==> config.mk <==
export PLATFORM = sky130hd
export DESIGN_NAME = mem_port_arbiter
export DESIGN_NICKNAME = d
export VERILOG_FILES = /design/src/rtl/mem_arb_pkg.sv /design/src/rtl/mem_port_arbiter.sv
export SDC_FILE = /design/constraint.sdc
export NUM_CORES = 1
export LEC_CHECK = 0
export CAP_MARGIN = 20
export CORE_UTILIZATION = 42
export CTS_CLUSTER_SIZE = 20
export DETAILED_ROUTE_END_ITERATION = 16
export GPL_TIMING_DRIVEN = 0
export PLACE_DENSITY_LB_ADDON = 0.1
export RECOVER_POWER = 25
export SLEW_MARGIN = 20
export SYNTH_ARGS = -nofsm -noshare
export SYNTH_HDL_FRONTEND = slang
export SYNTH_SLANG_ARGS = --single-unit
==> constraint.sdc <==
create_clock -name clk -period 2.2 [get_ports clk]
set_input_delay 0.44 -clock clk [delete_from_list [all_inputs] [get_ports clk]]
set_output_delay 0.44 -clock clk [all_outputs]
set_load 0.05 [all_outputs]
==> src/rtl/mem_arb_pkg.sv <==
// mem_arb_pkg: shared types and constants for the memory port arbiter
package mem_arb_pkg;
  localparam int WORD_W = 16;
  localparam int CNT_W = 4;
  typedef enum logic [1:0] {IDLE, ISSUE, WAIT, DONE} state_t;
  typedef enum logic {OWN_IF, OWN_LS} owner_t;
endpackage

==> src/rtl/mem_port_arbiter.sv <==
// mem_port_arbiter: shares one fixed-latency memory port between fetch and load/store (option FETCH_STARVE_GUARD_EN)
module mem_port_arbiter
  import mem_arb_pkg::*;
#(
  parameter int MEM_LAT = 1
`ifdef FETCH_STARVE_GUARD_EN
  , parameter int STARVE_MAX = 4
`endif
) (
  input  logic              clk,
  input  logic              rst,
  input  logic              if_req,
  input  logic [WORD_W-1:0] if_addr,
  output logic [WORD_W-1:0] if_rdata,
  output logic              if_valid,
  input  logic              ls_req,
  input  logic              ls_we,
  input  logic [WORD_W-1:0] ls_addr,
  input  logic [WORD_W-1:0] ls_wdata,
  output logic [WORD_W-1:0] ls_rdata,
  output logic              ls_valid,
  output logic              stall_if,
  output logic              stall_ls,
  output logic              m_en,
  output logic              m_we,
  output logic [WORD_W-1:0] m_addr,
  output logic [WORD_W-1:0] m_wdata,
  input  logic [WORD_W-1:0] m_rdata
);
  state_t           state;
  owner_t           owner;
  logic [CNT_W-1:0] cnt;
  logic             grant_ls, grant_if;
`ifdef FETCH_STARVE_GUARD_EN
  logic [7:0]       starve;
  assign grant_ls = ls_req && !(if_req && starve == 8'(STARVE_MAX));
`else
  assign grant_ls = ls_req;
`endif
  assign grant_if = if_req && !grant_ls;
  assign stall_if = if_req & ~if_valid;
  assign stall_ls = ls_req & ~ls_valid;
  always_ff @(posedge clk) begin
    if (rst) begin
      state    <= IDLE;
      owner    <= OWN_IF;
      cnt      <= '0;
      m_en     <= 1'b0;
      m_we     <= 1'b0;
      m_addr   <= '0;
      m_wdata  <= '0;
      if_rdata <= '0;
      ls_rdata <= '0;
      if_valid <= 1'b0;
      ls_valid <= 1'b0;
`ifdef FETCH_STARVE_GUARD_EN
      starve   <= '0;
`endif
    end else begin
      case (state)
        IDLE: if (grant_ls || grant_if) begin
          owner   <= grant_ls ? OWN_LS : OWN_IF;
          m_addr  <= grant_ls ? ls_addr : if_addr;
          m_wdata <= ls_wdata;
          m_we    <= grant_ls & ls_we;
          m_en    <= 1'b1;
          state   <= ISSUE;
`ifdef FETCH_STARVE_GUARD_EN
          starve  <= (grant_ls && if_req) ? starve + 8'd1 : '0;
`endif
        end
        ISSUE: begin
          m_en  <= 1'b0;
          cnt   <= CNT_W'(MEM_LAT - 1);
          state <= WAIT;
        end
        WAIT: if (cnt == '0) begin
          // stores leave both read registers untouched
          if (!m_we && owner == OWN_LS) ls_rdata <= m_rdata;
          if (!m_we && owner == OWN_IF) if_rdata <= m_rdata;
          ls_valid <= owner == OWN_LS;
          if_valid <= owner == OWN_IF;
          state    <= DONE;
        end else begin
          cnt <= cnt - 1'b1;
        end
        DONE: begin
          if_valid <= 1'b0;
          ls_valid <= 1'b0;
          state    <= IDLE;
        end
        default: state <= IDLE;
      endcase
    end
  end
endmodule

==> summary.md, run 1 <==
| Metric | Value |
|---|---|
| Outcome | completed |
| Area of the multi-input gates | 0.001536 mm^2 |
| FF+latch count, synth | 75 |
| Final Hold Viols | 0 |
| Final setup violation count | 0 |
| WL per Instance | roughly 14 um |
| F_max | roughly 480 MHz |
| First-pass GRT wire length | 12.44 mm |
| Sequential fraction of the synthesis area | 0.4710 |
| RePlAce Congestion | just over 0.7 |
| Initial antenna violation count | 0 |
| Grt met2 use | 0.3622 |
| Xor and xnor area share after synthesis | 0 |
| Mapped Area | about 0.0032 mm^2 |
| CTS tree | done |
| Relative slew slack | 0.5540 |
| RSZ-0062 raised after global routing | no |
| Design area | between 0.004 and 0.005 mm^2 |
| Clk pin slew, worst setup/hold paths | 0.07 ns |
| Grt total ovfl | 0 |
| Cell variety after synth | 32 |
| Compound-gate portion of the synthesized area | 0.09419 |
| Row cnt | 31 |
| Vias in the first global route | 2609 |
| CP Data Arrival Time | between 1.5 and 2 ns |
| Area growth, synth to finish | 52.51% |
| DP HPWL | slightly above 6 mm |
| DIE AREA | 0.007943 mm^2 |
| Layout Nets | 554 |
| MaxCap Viol Count | 0 |
| Fill cell count | 626 |
| CTS buffer count | 9 |
| Placed Area | around 0.0047 mm^2 |
| Synth Net Count | between 400 and 500 |
| Mux contribution to synthesized area | 0.1538 |
| VDD IR max | 684.0 uV |
| Root Buffer | clkbuf_8 |
| Register Area | roughly 0.0015 mm^2 |
| Leakage | about 1.9 nW |
| Residual DRC | 0 |
| Main combinational cell family by area after synthesis | simple AND/OR/NAND/NOR gates |
| Commonest non-fill, non-tap cell in the layout | clkdlybuf4s50_1 |
| Crit-path max FO | 4 |
| Layout cells sized above 1 | 0.05361 |
| Total track usage | 0.2095 |
| Setup CP Type | in2out |
| Vias/cell | about 4.8 |
| Final wirelength | between 7 and 8 mm |
| CP startpoint kind | primary input |
| Port Buf Inserts | 137 |
| Hold buffer count at CTS | 0 |
| Initial core utilization | 0.4372 |
| Final Skew | around 0.008 ns |
| Detailed Route Iter0 Violations | between 90 and 100 |
| Die H | a little under 90 um |
| Worst Hold Class | reg2reg |
| Clock buffer depth | 2 |
| WP data required | between 1.5 and 2 ns |
| Syn Area/Cell | approximately 9.6 um^2 |
| Final Util | 0.6668 |
| DRT antenna net count | 0 |
| DR pass1 iterations | 4 |
| GRT met1 Usage | 0.2377 |
| H-tree lvl count | 3 |
| Synth Warn # | 0 |
| Final period util | 0.9523 |
| Gr busiest metal | met2 |
| Post-synthesis adder-cell area fraction | 0.01962 |
| Syn Inst Count | about 330 |
| DR vias | ~2800 |
| Slew of the pin with the lowest slew margin | between 0.6 and 0.7 ns |
| Clock Sinks | 75 |
| Simple-Gate Fraction of Synth Area | 0.2194 |
| PwrDens | 1153 mW/mm^2 |
| Width of the die | 89.13 um |
| Met3 Track Usage GR | 0.08772 |
| Crit end category | output pin |
| Antenna Cells | 0 |
| Most frequent cells in the layout | clkdlybuf4s50_1, dfxtp_1, nand2b_1, mux2i_1, nand2_1 |
| Largest net degree at the start of global routing | 13 |
| Slew Viols, Final | 0 |
| Core area | roughly 0.0073 mm^2 |
| Final Critical Period | approximately 2.1 ns |
| IO Count | 139 |
| Clk_lat worst skew | about 0.34 ns |
## state kept, by name, summed over array words and instances, names as in the netlist
signal / flops
if_valid: 1
cnt: 4
owner: 1
ls_valid: 1
state: 2
m_addr: 16
ls_rdata: 16
m_en: 1
if_rdata: 16
m_wdata: 16
m_we: 1
## per-layer routing
layer	wire length, um	share of wire	vias to the layer above
met1	3293	0.41	1289
met5	0	0	-
met4	109	0.014	0
li1	-	-	1431
met2	3986	0.50	76
met3	572	0.072	10
## power breakdown
group | switching [mW] | total, mW | internal [mW]
Combinational | 1.79 | 2.74 | 0.952
Sequential | 0.174 | 1.84 | 1.66
Clock | 0.475 | 1.02 | 0.549
Total | 2.44 | 5.60 | 3.17
## cell type report
type,count,area share
multi-input cells,229,0.3160
well taps,99,0.02548
plain buffers,23,0.02316
flip-flops and latches,75,0.3088
clock inverters,5,0.01081
clock buffers,11,0.02908
repair buffers,138,0.2836
inverters,4,0.003088
## final timing paths
path,endpoint,slack [ns],cells after the start,startpoint
min,m_wdata[0]$_SDFFE_PP0P_,0.46,2,m_wdata[0]$_SDFFE_PP0P_
max,stall_if,0.11,3,if_req
max reg2reg,ls_rdata[14]$_SDFFE_PP0P_,0.18,7,cnt[0]$_SDFFE_PP0P_
min reg2reg,m_wdata[0]$_SDFFE_PP0P_,0.46,2,m_wdata[0]$_SDFFE_PP0P_
## critical path, cell delays in order
cell	delay (ns)
clkdlybuf4s50_1	0.53
nor2b_1	0.15
dlygate4sd2_1	0.53
## synthesized netlist by cell type
| cell | number | area [um^2] |
|---|---|---|
| ha_1 | 5 | 62.56 |
| or4b_4 | 1 | 13.76 |
| buf_1 | 1 | 3.750 |
| o21ai_0 | 3 | 15.01 |
| buf_12 | 1 | 20.02 |
| dfxtp_1 | 75 | 1501 |
| or4_1 | 1 | 7.510 |
| inv_1 | 4 | 15.01 |
| nor2_1 | 20 | 75.07 |
| buf_2 | 4 | 20.02 |
| buf_6 | 1 | 11.26 |
| nand2_1 | 36 | 135.1 |
| a211oi_1 | 18 | 135.1 |
| nand4b_1 | 1 | 8.760 |
| a21oi_1 | 24 | 120.1 |
| nor3_1 | 3 | 15.01 |
| nand3b_4 | 1 | 20.02 |
| and2b_1 | 1 | 7.510 |
| o31a_1 | 1 | 8.760 |
| o21a_1 | 1 | 7.510 |
| nand2b_1 | 51 | 319.1 |
| nor2b_1 | 2 | 12.51 |
| a22o_1 | 1 | 8.760 |
| clkbuf_1 | 15 | 56.30 |
| mux2i_1 | 49 | 490.5 |
| buf_4 | 1 | 7.510 |
| o21ai_1 | 1 | 5.000 |
| nor4_4 | 1 | 21.27 |
| nand3b_1 | 5 | 37.54 |
| or3b_2 | 1 | 8.760 |
| and4bb_2 | 1 | 12.51 |
| nand3_1 | 1 | 5.000 |
## repair_timing
item                       4_1_cts  5_1_grt
setup buffers                    0        1
setup endpoints to repair        2        1
resized for setup               10        2
## cells by family after synthesis
| kind of cell | after synthesis |
|---|---|
| simple gates | 126 |
| flops | 75 |
| compound gates | 49 |
| mux | 49 |
| buf+inv | 27 |
| fa+ha+maj | 5 |
## per-stage QoR
step	power (mW)	setup TNS [ns]	hold slack, ns	cells	worst slack, ns
after floorplan	3.711	0	0.4797	331	0.06664
after global placement	4.597	-1.113	0.4411	567	-0.8156
after detailed placement	4.639	-1.059	0.4477	567	-0.8335
after CTS	5.682	0	0.4570	583	0.01003
after global routing	5.916	0	0.4709	584	0.04674
final	5.605	0	0.4555	584	0.1050
Power figures use the tool's default switching activity.
==> inputs of run 2 (changes only) <==
--- a/config.mk
+++ b/config.mk
@@ -9,7 +9,7 @@
 export CORE_UTILIZATION = 42
 export CTS_CLUSTER_SIZE = 20
 export DETAILED_ROUTE_END_ITERATION = 16
-export GPL_TIMING_DRIVEN = 0
+export GPL_TIMING_DRIVEN = 1
 export PLACE_DENSITY_LB_ADDON = 0.1
 export RECOVER_POWER = 25
 export SLEW_MARGIN = 20
==> summary.md, run 2 (same netlist as run 1, synthesis figures left out) <==
| Metric | Value |
|---|---|
| DR pass1 iterations | 4 (unchanged) |
| Root Buffer | clkbuf_8 (unchanged) |
| Vias in the first global route | 2574 (was 2609) |
| Layout cells sized above 1 | 0.05732 (was 0.05361) |
| Crit path cell chain | clkdlybuf4s50_1 (was clkdlybuf4s50_1 > nor2b_1 > dlygate4sd2_1) |
| Width of the die | 89.13 um (unchanged) |
| Crit-path max FO | 4 (unchanged) |
| Crit path max-delay family | buffers and inverters (unchanged) |
| Layout Nets | 540 (was 554) |
| WL per Instance | 13.41 um (was 13.63 um) |
| Final Skew | 0.009946 ns (was 0.007826 ns) |
| Buf+Inv Stages, Crit Path | 1 (was 2) |
| Hold buffer count at CTS | 0 (unchanged) |
| Setup TNS | 0 ns (unchanged) |
| CP Data Arrival Time | 1.63 ns (was 1.65 ns) |
| Setup Slack @ Placement | 0.3353 ns (was -0.8335 ns) |
| Final period util | 0.9427 (was 0.9523) |
| Final setup margin | 0.1261 ns (was 0.1050 ns) |
| CTS tree | done (unchanged) |
| DIE AREA | 0.007943 mm^2 (unchanged) |
| CP startpoint kind | flop (was primary input) |
| Outcome | completed (unchanged) |
| Slowest Stage Delay on Critical Path | 0.85 ns (was 0.53 ns) |
| Final wirelength | 7.645 mm (was 7.961 mm) |
| Core area | 0.007292 mm^2 (unchanged) |
| PwrDens | 1181 mW/mm^2 (was 1153 mW/mm^2) |
| Crit end category | output pin (unchanged) |
| Clock Sinks | 75 (unchanged) |
| Slew of the pin with the lowest slew margin | 0.7741 ns (was 0.6646 ns) |
| Worst Hold Class | reg2reg (unchanged) |
| Residual DRC | 0 (unchanged) |
| Slowest stage cell, crit path | clkdlybuf4s50_1 (unchanged) |
| Antenna Cells | 0 (unchanged) |
| VDD IR max | 593.8 uV (was 684.0 uV) |
| F_max | 482.2 MHz (was 477.3 MHz) |
| Final Hold Viols | 0 (unchanged) |
| Clock buffer depth | 2 (unchanged) |
| Post-CTS Resized | 0 (was 10) |
| Slew Viols, Final | 0 (unchanged) |
| DR vias | 2753 (was 2806) |
| Post-CTS Setup Bufs | 0 (unchanged) |
| DP HPWL | 5.532 mm (was 6.104 mm) |
| DRT antenna net count | 0 (unchanged) |
| Clk_lat worst skew | 0.35 ns (was 0.34 ns) |
| Area growth, synth to finish | 52.83% (was 52.51%) |
| IO Count | 139 (unchanged) |
| Vias/cell | 4.830 (was 4.805) |
| H-tree lvl count | 3 (unchanged) |
| Largest net degree at the start of global routing | 45 (was 13) |
| MaxCap Viol Count | 0 (unchanged) |
| Leakage | 1.900 nW (was 1.899 nW) |
| First-pass GRT wire length | 11.99 mm (was 12.44 mm) |
| Initial antenna violation count | 0 (unchanged) |
| Row cnt | 31 (unchanged) |
| Clk pin slew, worst setup/hold paths | 0.07 ns (about the same) |
| CTS buffer count | 9 (unchanged) |
| Most frequent cells in the layout | clkdlybuf4s50_1, dfxtp_1, nand2b_1, mux2i_1, nand2_1 (unchanged) |
| Initial core utilization | 0.4372 (unchanged) |
| RePlAce Congestion | 0.7577 (was 0.7202) |
| Commonest non-fill, non-tap cell in the layout | clkdlybuf4s50_1 (unchanged) |
| Total track usage | 0.2007 (was 0.2095) |
| Final Critical Period | 2.074 ns (was 2.095 ns) |
| Final Power | 5.752 mW (was 5.605 mW) |
| RSZ-0062 raised after global routing | no (unchanged) |
| Grt total ovfl | 0 (unchanged) |
| Detailed Route Iter0 Violations | 58 (was 98) |
| Relative slew slack | 0.4839 (was 0.5540) |
| WP data required | 1.76 ns (about the same) |
| Setup CP Type | reg2out (was in2out) |
| Final setup violation count | 0 (unchanged) |
| Die H | 89.13 um (unchanged) |
| Port Buf Inserts | 138 (was 137) |
-- run 2: cell types whose count changed in the layout (fill, tap and decap cells not counted), sizes merged --
cell,previous run,this run
dlygate4sd2,1,0
inv,4,5
clkinvlp,1,2
buf,9,8
clkbuf,27,14
bufinv,1,2
clkinv,3,1
-- run 2: cell type report --
class	instances	area (um^2)
fillers	614	2420
flip-flops and latches	75	1501
well taps	99	123.9
clock inverters	6	88.84
inverters	4	15.01
multi-input cells	229	1540
clock buffers	10	127.6
repair buffers	147	1475
-- run 2: metrics by stage --
stage | utilization | hold WS (ns) | std cells | area [um^2]
floorplan | - | 0.4797 | 331 | 3188
global placement | 0.6421 | 0.4412 | 554 | 4682
detailed placement | 0.6421 | 0.4501 | 554 | 4682
CTS | 0.6718 | 0.4586 | 570 | 4898
global route | 0.6682 | 0.4736 | 570 | 4872
finish | 0.6682 | 0.4535 | 570 | 4872
-- run 2: report_power, final --
group	internal, mW	leakage (nW)	switching (mW)
clock	0.641	0.103	0.513
combinational	0.989	1.18	1.77
sequential	1.66	0.613	0.174
-- run 2: worst paths after layout --
kind | start | endpoint | slack, ns | cells past startpoint
max | m_we$_SDFFE_PP0P_ | m_we | 0.13 | 1
min reg2reg | m_wdata[7]$_SDFFE_PP0P_ | m_wdata[7]$_SDFFE_PP0P_ | 0.45 | 2
min | m_wdata[7]$_SDFFE_PP0P_ | m_wdata[7]$_SDFFE_PP0P_ | 0.45 | 2
max reg2reg | state[1]$_SDFFE_PP0P_ | m_wdata[2]$_SDFFE_PP0P_ | 0.33 | 6
-- run 2: metal layers --
layer,track usage,share of wire,up-vias
met5,0,0,-
met1,0.2302,0.41,1273
met2,0.3289,0.50,76
met3,0.06741,0.067,10
li1,-,-,1394
met4,0.1126,0.019,0
==> inputs of run 3 (changes only) <==
--- a/config.mk
+++ b/config.mk
@@ -12,6 +12,7 @@
 export GPL_TIMING_DRIVEN = 1
 export PLACE_DENSITY_LB_ADDON = 0.1
 export RECOVER_POWER = 25
+export SKIP_LAST_GASP = 1
 export SLEW_MARGIN = 20
 export SYNTH_ARGS = -nofsm -noshare
 export SYNTH_HDL_FRONTEND = slang
==> results of run 3 <==
Same layout as run 2: the final DEF is identical, and so are final timing and power.
